$ cat src/rtl/pipe_hazard_fwd_unit_if.sv
// Decode-stage hazard/forwarding bus: ID instruction fields in, operand
// forward selects, PC/IR load enable, issue strobe and stall count out.
interface pipe_hazard_fwd_unit_if #(
  parameter int RADDR_W = 5,
  parameter int FWD_W   = 2,
  parameter int CNT_W   = 16
);
  logic               id_valid;
  logic [RADDR_W-1:0] id_rs;
  logic [RADDR_W-1:0] id_rt;
  logic               id_use_rs;
  logic               id_use_rt;
  logic               id_wreg;
  logic [RADDR_W-1:0] id_rn;
  logic               id_m2reg;
  logic               id_flush;
  logic               mem_busy;
  logic [FWD_W-1:0]   fwda;
  logic [FWD_W-1:0]   fwdb;
  logic               wpcir;
  logic               id_issue;
  logic [CNT_W-1:0]   stall_cnt;

  modport master (
    output id_valid, id_rs, id_rt, id_use_rs, id_use_rt, id_wreg, id_rn,
           id_m2reg, id_flush, mem_busy,
    input  fwda, fwdb, wpcir, id_issue, stall_cnt
  );

  modport slave (
    input  id_valid, id_rs, id_rt, id_use_rs, id_use_rt, id_wreg, id_rn,
           id_m2reg, id_flush, mem_busy,
    output fwda, fwdb, wpcir, id_issue, stall_cnt
  );
endinterface

$ cat src/rtl/pipe_hazard_fwd_unit.sv
// Hazard/forwarding unit with a private scoreboard of in-flight destination
// registers; resolves operand forwarding, load-use stalls, freeze and flush.
module pipe_hazard_fwd_unit #(
  parameter int RADDR_W    = 5,
  parameter int NSTAGE     = 3,
  parameter int LOAD_STAGE = 2,
  parameter int CNT_W      = 16,
  parameter int FWD_W      = 2
) (
  input  logic                 clock,
  input  logic                 reset,
  pipe_hazard_fwd_unit_if.slave bus
);

  typedef struct packed {
    logic             hazard;
    logic [FWD_W-1:0] fwd;
  } lookup_t;

  logic [NSTAGE:1]              v_r;
  logic [NSTAGE:1]              w_r;
  logic [NSTAGE:1]              ld_r;
  logic [NSTAGE:1][RADDR_W-1:0] rn_r;
  logic [CNT_W-1:0]             cnt_r;

  lookup_t la_s;
  lookup_t lb_s;
  logic    stall_s;
  logic    issue_s;
  logic    count_s;

  // Scan from the oldest stage down so the nearest (lowest) stage overwrites.
  function automatic lookup_t lookup(
    input logic [RADDR_W-1:0]             x,
    input logic [NSTAGE:1]                v,
    input logic [NSTAGE:1]                w,
    input logic [NSTAGE:1]                ld,
    input logic [NSTAGE:1][RADDR_W-1:0]   rn
  );
    lookup_t r;
    r = '0;
    for (int s = NSTAGE; s >= 1; s--) begin
      if (v[s] && w[s] && (rn[s] == x) && (x != {RADDR_W{1'b0}})) begin
        r.hazard = ld[s] && (s < LOAD_STAGE);
        r.fwd    = r.hazard ? {FWD_W{1'b0}} : FWD_W'(s);
      end
    end
    return r;
  endfunction

  // Operand lookup, stall and issue decisions for the current ID instruction.
  always_comb begin
    la_s    = lookup(bus.id_rs, v_r, w_r, ld_r, rn_r);
    lb_s    = lookup(bus.id_rt, v_r, w_r, ld_r, rn_r);
    stall_s = bus.id_valid & ((bus.id_use_rs & la_s.hazard) |
                              (bus.id_use_rt & lb_s.hazard));
    issue_s = bus.id_valid & ~stall_s & ~bus.id_flush & ~bus.mem_busy;
    count_s = stall_s & ~bus.id_flush & ~bus.mem_busy;
  end

  assign bus.fwda      = la_s.fwd;
  assign bus.fwdb      = lb_s.fwd;
  assign bus.wpcir     = ~bus.mem_busy & ~(stall_s & ~bus.id_flush);
  assign bus.id_issue  = issue_s;
  assign bus.stall_cnt = cnt_r;

  // Scoreboard shift and saturating stall counter; mem_busy freezes everything.
  always_ff @(posedge clock or posedge reset) begin
    if (reset) begin
      v_r   <= '0;
      w_r   <= '0;
      ld_r  <= '0;
      rn_r  <= '0;
      cnt_r <= '0;
    end else if (bus.mem_busy) begin
      v_r   <= v_r;
      w_r   <= w_r;
      ld_r  <= ld_r;
      rn_r  <= rn_r;
      cnt_r <= cnt_r;
    end else begin
      for (int s = NSTAGE; s >= 2; s--) begin
        v_r[s]  <= v_r[s-1];
        w_r[s]  <= w_r[s-1];
        ld_r[s] <= ld_r[s-1];
        rn_r[s] <= rn_r[s-1];
      end
      v_r[1]  <= issue_s;
      w_r[1]  <= issue_s & bus.id_wreg;
      ld_r[1] <= issue_s & bus.id_m2reg;
      rn_r[1] <= issue_s ? bus.id_rn : {RADDR_W{1'b0}};
      if (count_s && (cnt_r != {CNT_W{1'b1}})) begin
        cnt_r <= cnt_r + CNT_W'(1'b1);
      end else begin
        cnt_r <= cnt_r;
      end
    end
  end

endmodule

$ cat src/flat_wrapper.sv
// flat-port wrapper written by rule: the top's interface ports become plain ports
module pipe_hazard_fwd_unit_flat 
#(
  parameter int RADDR_W    = 5,
  parameter int NSTAGE     = 3,
  parameter int LOAD_STAGE = 2,
  parameter int CNT_W      = 16,
  parameter int FWD_W      = 2
)
  (clock, reset, bus_id_valid, bus_id_rs, bus_id_rt, bus_id_use_rs, bus_id_use_rt, bus_id_wreg, bus_id_rn, bus_id_m2reg, bus_id_flush, bus_mem_busy, bus_fwda, bus_fwdb, bus_wpcir, bus_id_issue, bus_stall_cnt);
  pipe_hazard_fwd_unit_if #(.RADDR_W(RADDR_W), .FWD_W(FWD_W), .CNT_W(CNT_W)) bus_i ();
  input  logic clock;
  input  logic reset;
  input wire logic [$bits(bus_i.id_valid)-1:0] bus_id_valid;
  input wire logic [$bits(bus_i.id_rs)-1:0] bus_id_rs;
  input wire logic [$bits(bus_i.id_rt)-1:0] bus_id_rt;
  input wire logic [$bits(bus_i.id_use_rs)-1:0] bus_id_use_rs;
  input wire logic [$bits(bus_i.id_use_rt)-1:0] bus_id_use_rt;
  input wire logic [$bits(bus_i.id_wreg)-1:0] bus_id_wreg;
  input wire logic [$bits(bus_i.id_rn)-1:0] bus_id_rn;
  input wire logic [$bits(bus_i.id_m2reg)-1:0] bus_id_m2reg;
  input wire logic [$bits(bus_i.id_flush)-1:0] bus_id_flush;
  input wire logic [$bits(bus_i.mem_busy)-1:0] bus_mem_busy;
  output wire logic [$bits(bus_i.fwda)-1:0] bus_fwda;
  output wire logic [$bits(bus_i.fwdb)-1:0] bus_fwdb;
  output wire logic [$bits(bus_i.wpcir)-1:0] bus_wpcir;
  output wire logic [$bits(bus_i.id_issue)-1:0] bus_id_issue;
  output wire logic [$bits(bus_i.stall_cnt)-1:0] bus_stall_cnt;
  assign bus_i.id_valid = bus_id_valid;
  assign bus_i.id_rs = bus_id_rs;
  assign bus_i.id_rt = bus_id_rt;
  assign bus_i.id_use_rs = bus_id_use_rs;
  assign bus_i.id_use_rt = bus_id_use_rt;
  assign bus_i.id_wreg = bus_id_wreg;
  assign bus_i.id_rn = bus_id_rn;
  assign bus_i.id_m2reg = bus_id_m2reg;
  assign bus_i.id_flush = bus_id_flush;
  assign bus_i.mem_busy = bus_mem_busy;
  assign bus_fwda = bus_i.fwda;
  assign bus_fwdb = bus_i.fwdb;
  assign bus_wpcir = bus_i.wpcir;
  assign bus_id_issue = bus_i.id_issue;
  assign bus_stall_cnt = bus_i.stall_cnt;
  pipe_hazard_fwd_unit #(.RADDR_W(RADDR_W), .NSTAGE(NSTAGE), .LOAD_STAGE(LOAD_STAGE), .CNT_W(CNT_W), .FWD_W(FWD_W)) u_core (.clock(clock), .reset(reset), .bus(bus_i));
endmodule
$ cat config.mk
export PLATFORM = sky130hd
export DESIGN_NAME = pipe_hazard_fwd_unit_flat
export DESIGN_NICKNAME = d
export VERILOG_FILES = /design/src/rtl/pipe_hazard_fwd_unit_if.sv /design/src/rtl/pipe_hazard_fwd_unit.sv /design/src/flat_wrapper.sv
export SDC_FILE = /design/constraint.sdc
export NUM_CORES = 1
export LEC_CHECK = 0
export BUFFER_PORTS_ARGS = -buffer_cell sky130_fd_sc_hd__buf_2
export CAP_MARGIN = 25
export CORE_MARGIN = 4
export CORE_UTILIZATION = 54
export DETAILED_ROUTE_END_ITERATION = 16
export GPL_TIMING_DRIVEN = 0
export PLACE_DENSITY = 0.86
export SETUP_SLACK_MARGIN = 0.2
export SKIP_LAST_GASP = 1
export SLEW_MARGIN = 40
export SYNTH_ARGS = -nofsm -noshare
export SYNTH_HDL_FRONTEND = slang
export SYNTH_SLANG_ARGS = --single-unit
$ cat constraint.sdc
create_clock -name clock -period 2.5 [get_ports clock]
set_clock_uncertainty 0.2 [all_clocks]
set_input_delay 0.5 -clock clock [delete_from_list [all_inputs] [get_ports clock]]
set_output_delay 0.5 -clock clock [all_outputs]
set_load 0.05 [all_outputs]
Yosys cells after proc, flatten, opt, wreduce, memory -nomap -nowiden --
Cells that the tools add are included. Widths: inputs -> output; s select.
Storage, ports and cells: output and inout port bits 22, bits in registers 38, word-level logic and storage cells 58
Operators by class: add/sub/neg operators 1, bitwise operators 16, equal/unequal tests 7, mux-type cells 8, reductions and logical operators 19
Operators with widths (count):
- $eq 5x5->1 | 6
- $add 16x1->16 const B | 1
- $logic_and 1x1->1 | 16
- $ne 16x16->1 const B | 1
- $and 1x1->1 | 11
- $reduce_bool 5->1 | 2
- $mux 3 | 3
- $mux 2 | 3
- $mux 5 | 1
- $not 1->1 | 4
- $reduce_and 2->1 | 1
- $mux 1 | 1
- $or 1x1->1 | 1

Depth between registers and ports, before layout --
Gate-level depths: netlist of run 1.
word-level depth 14, depth in mapped cells 7

Worst setup path before layout of run 1 --
Ideal clock, no wire load.
path type input-to-output, from in bus_id_rt[1], to out bus_fwdb[0], data arrival time 2451 ps, stages on the path 5, setup slack -651 ps, required time 1800 ps, path through or4_4 nor2_4 nor4_1 nand2b_1 o21ai_0
Between the ends: longest elaborated chain between the ends 6, elaborated cells between the ends (all ways) 13
RTL lines:
- from (decl) | line flat_wrapper.sv:16 | input wire logic [$bits(bus_i.id_rt)-1:0] bus_id_rt;
- $eq 5x5->1 | line pipe_hazard_fwd_unit.sv:43 | if (v[s] && w[s] && (rn[s] == x) && (x != {RADDR_W{1'b0}})) begin
- $logic_and 1x1->1 (2 in series) | line pipe_hazard_fwd_unit.sv:43
- $mux 2 (2 in series) | line pipe_hazard_fwd_unit.sv:43
- $mux 3 (*) | line pipe_hazard_fwd_unit.sv:43
- to (decl) | line flat_wrapper.sv:25 | output wire logic [$bits(bus_i.fwdb)-1:0] bus_fwdb;
Mark *: on every way between the ends. The rest lies on a longest branch, timed or not.

Final worst setup path of run 1 --
from reg u_core.rn_r[5] in the netlist's numbering, to out bus_fwda[0]
Between the ends: longest elaborated chain between the ends 5
RTL lines:
- from (decl) | line pipe_hazard_fwd_unit.sv:23 | logic [NSTAGE:1][RADDR_W-1:0] rn_r;
- from (signal assigned) | line pipe_hazard_fwd_unit.sv:79 | rn_r <= rn_r;
- from (signal, indexed assignment) | line pipe_hazard_fwd_unit.sv:86 | rn_r[s] <= rn_r[s-1];
- $eq 5x5->1 | line pipe_hazard_fwd_unit.sv:43
- $logic_and 1x1->1 (2 in series) | line pipe_hazard_fwd_unit.sv:43
- $mux 3 (2 in series) | line pipe_hazard_fwd_unit.sv:43
- to (decl) | line flat_wrapper.sv:24 | output wire logic [$bits(bus_i.fwda)-1:0] bus_fwda;
No other way between the ends.

==> results.toml, run 1 <==
[outcome]
status = "complete, but fails checks"
violations = "setup timing"

[clock_network]
cts_num_sinks = 38
htreeDepth = 2
clockBufferDepth = 2
root_buffer = "clkbuf_8"
worstSkewPairLatency_ns = 0.31
clk_pin_slew_ns = 0.08
cts-buffers-inserted = 5
cts_tree = "done"

[synth]
synth_nets = 216
synth_area_per_cell_um2 = 11.2
ys_seq_area_frac = 0.443
ys_async_sr_fraction = 1.00
synthFlopType = "dfrtp_1"
syn_area_mm2 = 0.00215
synthCells = 191
synth-edff-count = 0
synth.ff_latch_count = 38
synth_cell_types = 41
yosysWarnings = 0

[floorplanning]
die_x_um = 71.0
ios = 46
die_y_um = 71.0
num_rows = 22
core_mm2 = 0.00374
initial_core_util = 0.573
dieArea_mm2 = 0.00505

[worst_setup_path]
cp-end-kind = "output port"
r2r-start = "u_core.rn_r[0]"
endpoint = "bus_fwda[0]"
r2r-end = "u_core.bus.stall_cnt[11]"
worstSetupPathType = "reg2out"
critPathRequiredTime_ns = 1.80
rrSetupSlack_ns = -0.06
cp-start-kind = "flop"
reg2reg_depth = 9
startpoint = "u_core.rn_r[5]"
crit_fanout = 4
arrival_ns = 2.11

[route]
drt_first_pass_iters = 4
drt-total-wl_um = 6470
avgViaCountPerCell = 5.95
drt_iter0_drc = 168
drcViolationCount = 0
vias = 1844
wl_per_cell_um = 20.9
drtAntennaViolNets = 0

[grt]
grt_max_degree = 21
grt.overflow.total = 0
antenna_found_initial = 0
track_usage = 0.235
first_global_vias = 1806
grt_pass1_wl_um = 9200

[finish]
fin_cells = 310
nFillCells = 207
layout-drive-gt1-share = 0.527
insertedDiodeCount = 0
nets = 286
syn_to_final_growth_pct = 43.0

[placed_design]
dp.cells = 284
place_ws_ns = -0.359
io_buffers = 44
dpl.hpwl_um = 3560
place.gp.congestion = 0.852

[timing]
period_share = 1.12
finalHoldViolCount = 0
max_freq_mhz = 356
report.final.setup_viol = 7
tightest_slew_ns = 0.571
period_minus_slack_ns = 2.81
worst_slack_ns = -0.311
rsz0062_at_grt = "yes"
relSlewSlack = 0.620
drv_slew = 0

[flow_run]
max_cap_violations = 0

[power]
pwr-share-seq = 0.438
switching_share = 0.243
comb_power_share = 0.139
vdd_ir_drop_max_v = 0.000535
leakage_nw = 1.44
p_switching_mw = 0.377
p_clk_frac = 0.423
intPower_mw = 1.18
p_per_area_mw_per_mm2 = 506

[min_path]
worstHoldPathType = "in2async"
-- how the worst min path moves through the flow --
stage	endpoint	slack [ns]	depth (start not counted)
detailed placement	u_core.bus.stall_cnt[13]	0.26	1
CTS	u_core.w_r[3]	0.02	2
floorplan	u_core.w_r[3]	0.28	1
finish	u_core.bus.stall_cnt[3]	0.008	2
global route	u_core.bus.stall_cnt[3]	0.04	2
global placement	u_core.bus.stall_cnt[13]	0.26	1
-- final cells by class --
class                      count  area (um^2)  area share
multi-input combinational    142         1380       0.451
sequential                    38          962       0.314
timing repair buffer          63          470       0.153
clock buffer                   6         82.6      0.0269
clock inverter                 2         60.1      0.0196
tap                           48         60.1      0.0196
buffer                         5         27.5     0.00897
inverter                       6         22.5     0.00734
-- sequential cells by signal (all words and copies together) (netlist names) --
register and flops:
u_core.bus.stall_cnt 16, u_core.ld_r 1, u_core.rn_r 15, u_core.v_r 3
u_core.w_r 3
-- power groups by stage --
stage / combinational [mW] / sequential [mW] / clock [mW]
2_1_floorplan: 0.118 / 0.677 / 0
3_5_place_dp: 0.171 / 0.688 / 0
6_report: 0.216 / 0.680 / 0.658
4_1_cts: 0.194 / 0.674 / 0.648
5_1_grt: 0.232 / 0.682 / 0.688
3_3_place_gp: 0.161 / 0.685 / 0
-- per-layer routing --
| layer | global-route usage | vias to the layer above | routed length, um |
|---|---|---|---|
| met4 | 0.0835 | 0 | 124 |
| met5 | 0 | - | 0 |
| met3 | 0.0511 | 9 | 447 |
| met2 | 0.380 | 88 | 3280 |
| li1 | - | 828 | - |
| met1 | 0.312 | 919 | 2620 |
-- synthesized netlist by cell type (2+ instances only) --
library cell / instances / area (um^2)
dfrtp_1: 38 / 951
xnor2_1: 29 / 254
xor2_1: 15 / 131
mux2_2: 14 / 158
nand2_1: 11 / 41.3
nand4_1: 10 / 62.6
a22o_1: 8 / 70.1
nand3_1: 8 / 40.0
nor4_1: 8 / 50.1
inv_1: 6 / 22.5
nor2_1: 5 / 18.8
nor3_1: 4 / 20.0
or4_4: 3 / 33.8
and3_1: 2 / 12.5
clkbuf_1: 2 / 7.51
nor2_2: 2 / 12.5
nor4_2: 2 / 25.0
-- per-stage QoR --
step | TNS, ns | util | hold slack, ns | area, um^2 | power, mW
2_1_floorplan | -0.0966 | - | 0.279 | 2210 | 0.794
3_3_place_gp | -1.30 | 0.665 | 0.257 | 2490 | 0.846
3_5_place_dp | -1.31 | 0.672 | 0.265 | 2520 | 0.858
4_1_cts | -0.785 | 0.765 | 0.0212 | 2860 | 1.52
5_1_grt | -2.03 | 0.820 | 0.0445 | 3070 | 1.60
6_report | -1.29 | 0.820 | 0.00831 | 3070 | 1.55
-- cells by family (layout without fill, tap and decap cells) --
family                     count (synthesis)  after routing  share of synthesized area
AOI/OAI and AO/OA                         16             16                     0.0671
and+or+nand+nor                           65             65                      0.195
buffers and inverters                     11             82                     0.0233
DFF                                       38             38                      0.443
muxes                                     15             15                     0.0787
adders and majority gates                  1              1                    0.00583
xor gates and xnor gates                  45             45                      0.187
-- worst max-delay path, cell delays in order, from the launching register on --
cell and delay [ns]:
dfrtp_1 0.44, xor2_1 0.18, nor4_1 0.36, nand4_1 0.32, a22o_4 0.32, buf_4 0.19
-- repair_timing --
item	CTS	global route
pin swaps	12	12
gates resized for setup	31	27
hold buffers	0	0
gates cloned	0	0
buffers inserted	11	7
endpoints found under the setup margin	6	22
-- cell usage in the layout (no fill, tap or decap), types with 2 or more instances in the layout --
master	n
nor4_2	3
xnor2_2	4
nor2_1	3
nor2_4	4
xnor2_1	26
buf_2	34
bufinv_16	2
nand3_1	5
clkbuf_1	2
buf_6	7
nand3_2	3
nor3_1	2
dfrtp_1	29
nor4_4	6
nand2_1	10
mux2_2	14
clkbuf_8	6
a22o_1	7
inv_1	5
dfrtp_2	9
or4_4	3
xor2_1	15
and3_1	2
buf_4	18
buf_8	5
nand4_1	10
Power figures use the tool's default switching activity.
==> run 2: changes to the inputs <==
--- a/config.mk
+++ b/config.mk
@@ -8,10 +8,10 @@
 export BUFFER_PORTS_ARGS = -buffer_cell sky130_fd_sc_hd__buf_2
 export CAP_MARGIN = 25
 export CORE_MARGIN = 4
-export CORE_UTILIZATION = 54
+export CORE_UTILIZATION = 49
 export DETAILED_ROUTE_END_ITERATION = 16
 export GPL_TIMING_DRIVEN = 0
-export PLACE_DENSITY = 0.86
+export PLACE_DENSITY = 0.83
 export SETUP_SLACK_MARGIN = 0.2
 export SKIP_LAST_GASP = 1
 export SLEW_MARGIN = 40
==> constraint.sdc (replaced) <==
create_clock -name clock -period 2.4 [get_ports clock]
set_clock_uncertainty 0.2 [all_clocks]
set_input_delay 0.48 -clock clock [delete_from_list [all_inputs] [get_ports clock]]
set_output_delay 0.48 -clock clock [all_outputs]
set_load 0.05 [all_outputs]
==> run 2 against run 1 <==
Highest routed layer unchanged. Flip-flop and latch count unchanged. Non-clock buffer count up 8. Largest cell class unchanged. The run still ends with setup timing left. First-iteration DRC count down 17%. Critical path type unchanged.
==> results.toml, run 2 (synthesized netlist as in run 1, its figures left out) <==
[timing]
worst_slack_ns = -0.369
tightest_slew_ns = 0.645
report.final.setup_viol = 17
drv_slew = 0
finalHoldViolCount = 0
rsz0062_at_grt = "yes"
max_freq_mhz = 361
fin_tns_setup_ns = -2.76
period_share = 1.15
relSlewSlack = 0.570
period_minus_slack_ns = 2.77

[clock_network]
cts_tree = "done"
cts_num_sinks = 38
root_buffer = "clkbuf_8"
htreeDepth = 2
cts-buffers-inserted = 5
clockBufferDepth = 2
worstSkewPairLatency_ns = 0.29
clk_pin_slew_ns = 0.08
cts_hold_buf = 0

[min_path]
worstHoldPathType = "in2async"

[worst_setup_path]
endpoint = "bus_wpcir"
r2r-start = "u_core.rn_r[1]"
crit_cells = 7
r2r-end = "u_core.bus.stall_cnt[3]"
cp-end-kind = "output port"
crit_fanout = 3
startpoint = "u_core.rn_r[1]"
cp-start-kind = "flop"
rrSetupSlack_ns = -0.37
critPathRequiredTime_ns = 1.72
arrival_ns = 2.09
crit_slowest_cell = "dfrtp_2"
reg2reg_depth = 11
worstSetupPathType = "reg2out"
path_cells = "xnor2_1 -> nand3_1 -> nor4_4 -> o21a_1 -> buf_6 -> a31oi_4 -> buf_6"
critPathTopFamily = "simple AND/OR/NAND/NOR gates"
path_buf_inv = 2
cpPeakStageDelay_ns = 0.44
cpMostUsedCell = "buf_6"

[grt]
grt_max_degree = 21
grt.overflow.total = 0
grtUsageMet2 = 0.366
grtUsageMet1 = 0.299
top_usage_layer = "met2"
met3_usage = 0.0473
grt_pass1_wl_um = 9450
first_global_vias = 1885
track_usage = 0.230
antenna_found_initial = 0

[finish]
syn_to_final_growth_pct = 49.2
nFillCells = 226
final_cell_mix = "buf_2, xnor2_1, dfrtp_1"
post-route-util = 0.778
layout_commonest_cell = "buf_2"
layout-drive-gt1-share = 0.581
fin_cells = 320
fin_area_mm2 = 0.00320
nets = 294
largest_reg_flops = 16
insertedDiodeCount = 0

[placed_design]
place.gp.congestion = 0.861
dp.cells = 286
placed_cell_area_mm2 = 0.00252
dpl.hpwl_um = 3740
io_buffers = 44

[power]
intPower_mw = 1.09
p_clk_frac = 0.367
leakage_nw = 1.51
comb_power_share = 0.157
switching_share = 0.268
pwr-share-seq = 0.476
p_switching_mw = 0.400
vdd_ir_drop_max_v = 0.000388
p_per_area_mw_per_mm2 = 466

[route]
wl_per_cell_um = 21.5
drtAntennaViolNets = 0
drt-total-wl_um = 6880
vias = 1938
drt_iter0_drc = 139
drt_first_pass_iters = 6
avgViaCountPerCell = 6.06
drcViolationCount = 0

[flow_run]
max_cap_violations = 0

[floorplanning]
die_y_um = 74.2
ios = 46
num_rows = 23
core_mm2 = 0.00412
die_x_um = 74.2
dieArea_mm2 = 0.00550
initial_core_util = 0.521

[outcome]
status = "complete, but fails checks"
violations = "setup timing"
## run 2: cell types whose count changed in the layout (fill, tap and decap cells not counted), moves of 2 or more
cell,change
nor3_2,+2
xnor2_1,-2
dfrtp_1,-5
clkinv_2,+2
xnor2_2,+2
buf_6,+10
dfrtp_2,+5
nor3_1,-2
buf_4,-3
## run 2: final cells by class
type                    instances  area, um^2  area share
multi-input cells             142        1440       0.449
flip-flops and latches         38         968       0.302
repair buffers                 71         576       0.180
clock buffers                   5        68.8      0.0215
well taps                      50        62.6      0.0195
clock inverters                 3        40.0      0.0125
plain buffers                   5        27.5     0.00860
inverters                       6        22.5     0.00703
## run 2: what timing repair did
| action | 4_1_cts | 5_1_grt |
|---|---|---|
| pin swaps | 18 | 37 |
| hold endpoints to repair | 0 | 0 |
| buffers inserted | 14 | 12 |
| resized for setup | 38 | 43 |
| endpoints found under the setup margin | 8 | 30 |
## run 2: worst min path at each step
stage                              from                       end  slack [ns]  cells past startpoint
6_report                          reset           u_core.rn_r[10]       0.007                      2
5_1_grt                           reset           u_core.rn_r[10]        0.03                      2
4_1_cts                           reset           u_core.rn_r[10]       0.004                      2
3_5_place_dp   u_core.bus.stall_cnt[13]  u_core.bus.stall_cnt[13]        0.27                      1
3_3_place_gp   u_core.bus.stall_cnt[13]  u_core.bus.stall_cnt[13]        0.26                      1
2_1_floorplan             u_core.w_r[3]             u_core.w_r[3]        0.28                      1
## run 2: metal layers
metal	vias to the layer above	wire length, um	part of all wire
met5	-	0	0
met4	0	344	0.050
met3	29	479	0.070
met2	103	3250	0.47
met1	970	2800	0.41
li1	836	-	-
## run 2: per-stage QoR
step / hold slack [ns] / total power, mW / worst slack (ns)
3_3_place_gp: 0.259 / 0.883 / -0.431
4_1_cts: 0.00406 / 1.46 / -0.298
5_1_grt: 0.0272 / 1.54 / -0.461
3_5_place_dp: 0.270 / 0.898 / -0.444
6_report: 0.00715 / 1.49 / -0.369
2_1_floorplan: 0.279 / 0.828 / -0.133
## run 2: power by group through the flow
stage	combinational, mW	clock (mW)	sequential (mW)
floorplan	0.123	0	0.705
global placement	0.170	0	0.713
detailed placement	0.181	0	0.717
CTS	0.205	0.547	0.705
global route	0.249	0.577	0.713
finish	0.234	0.547	0.711
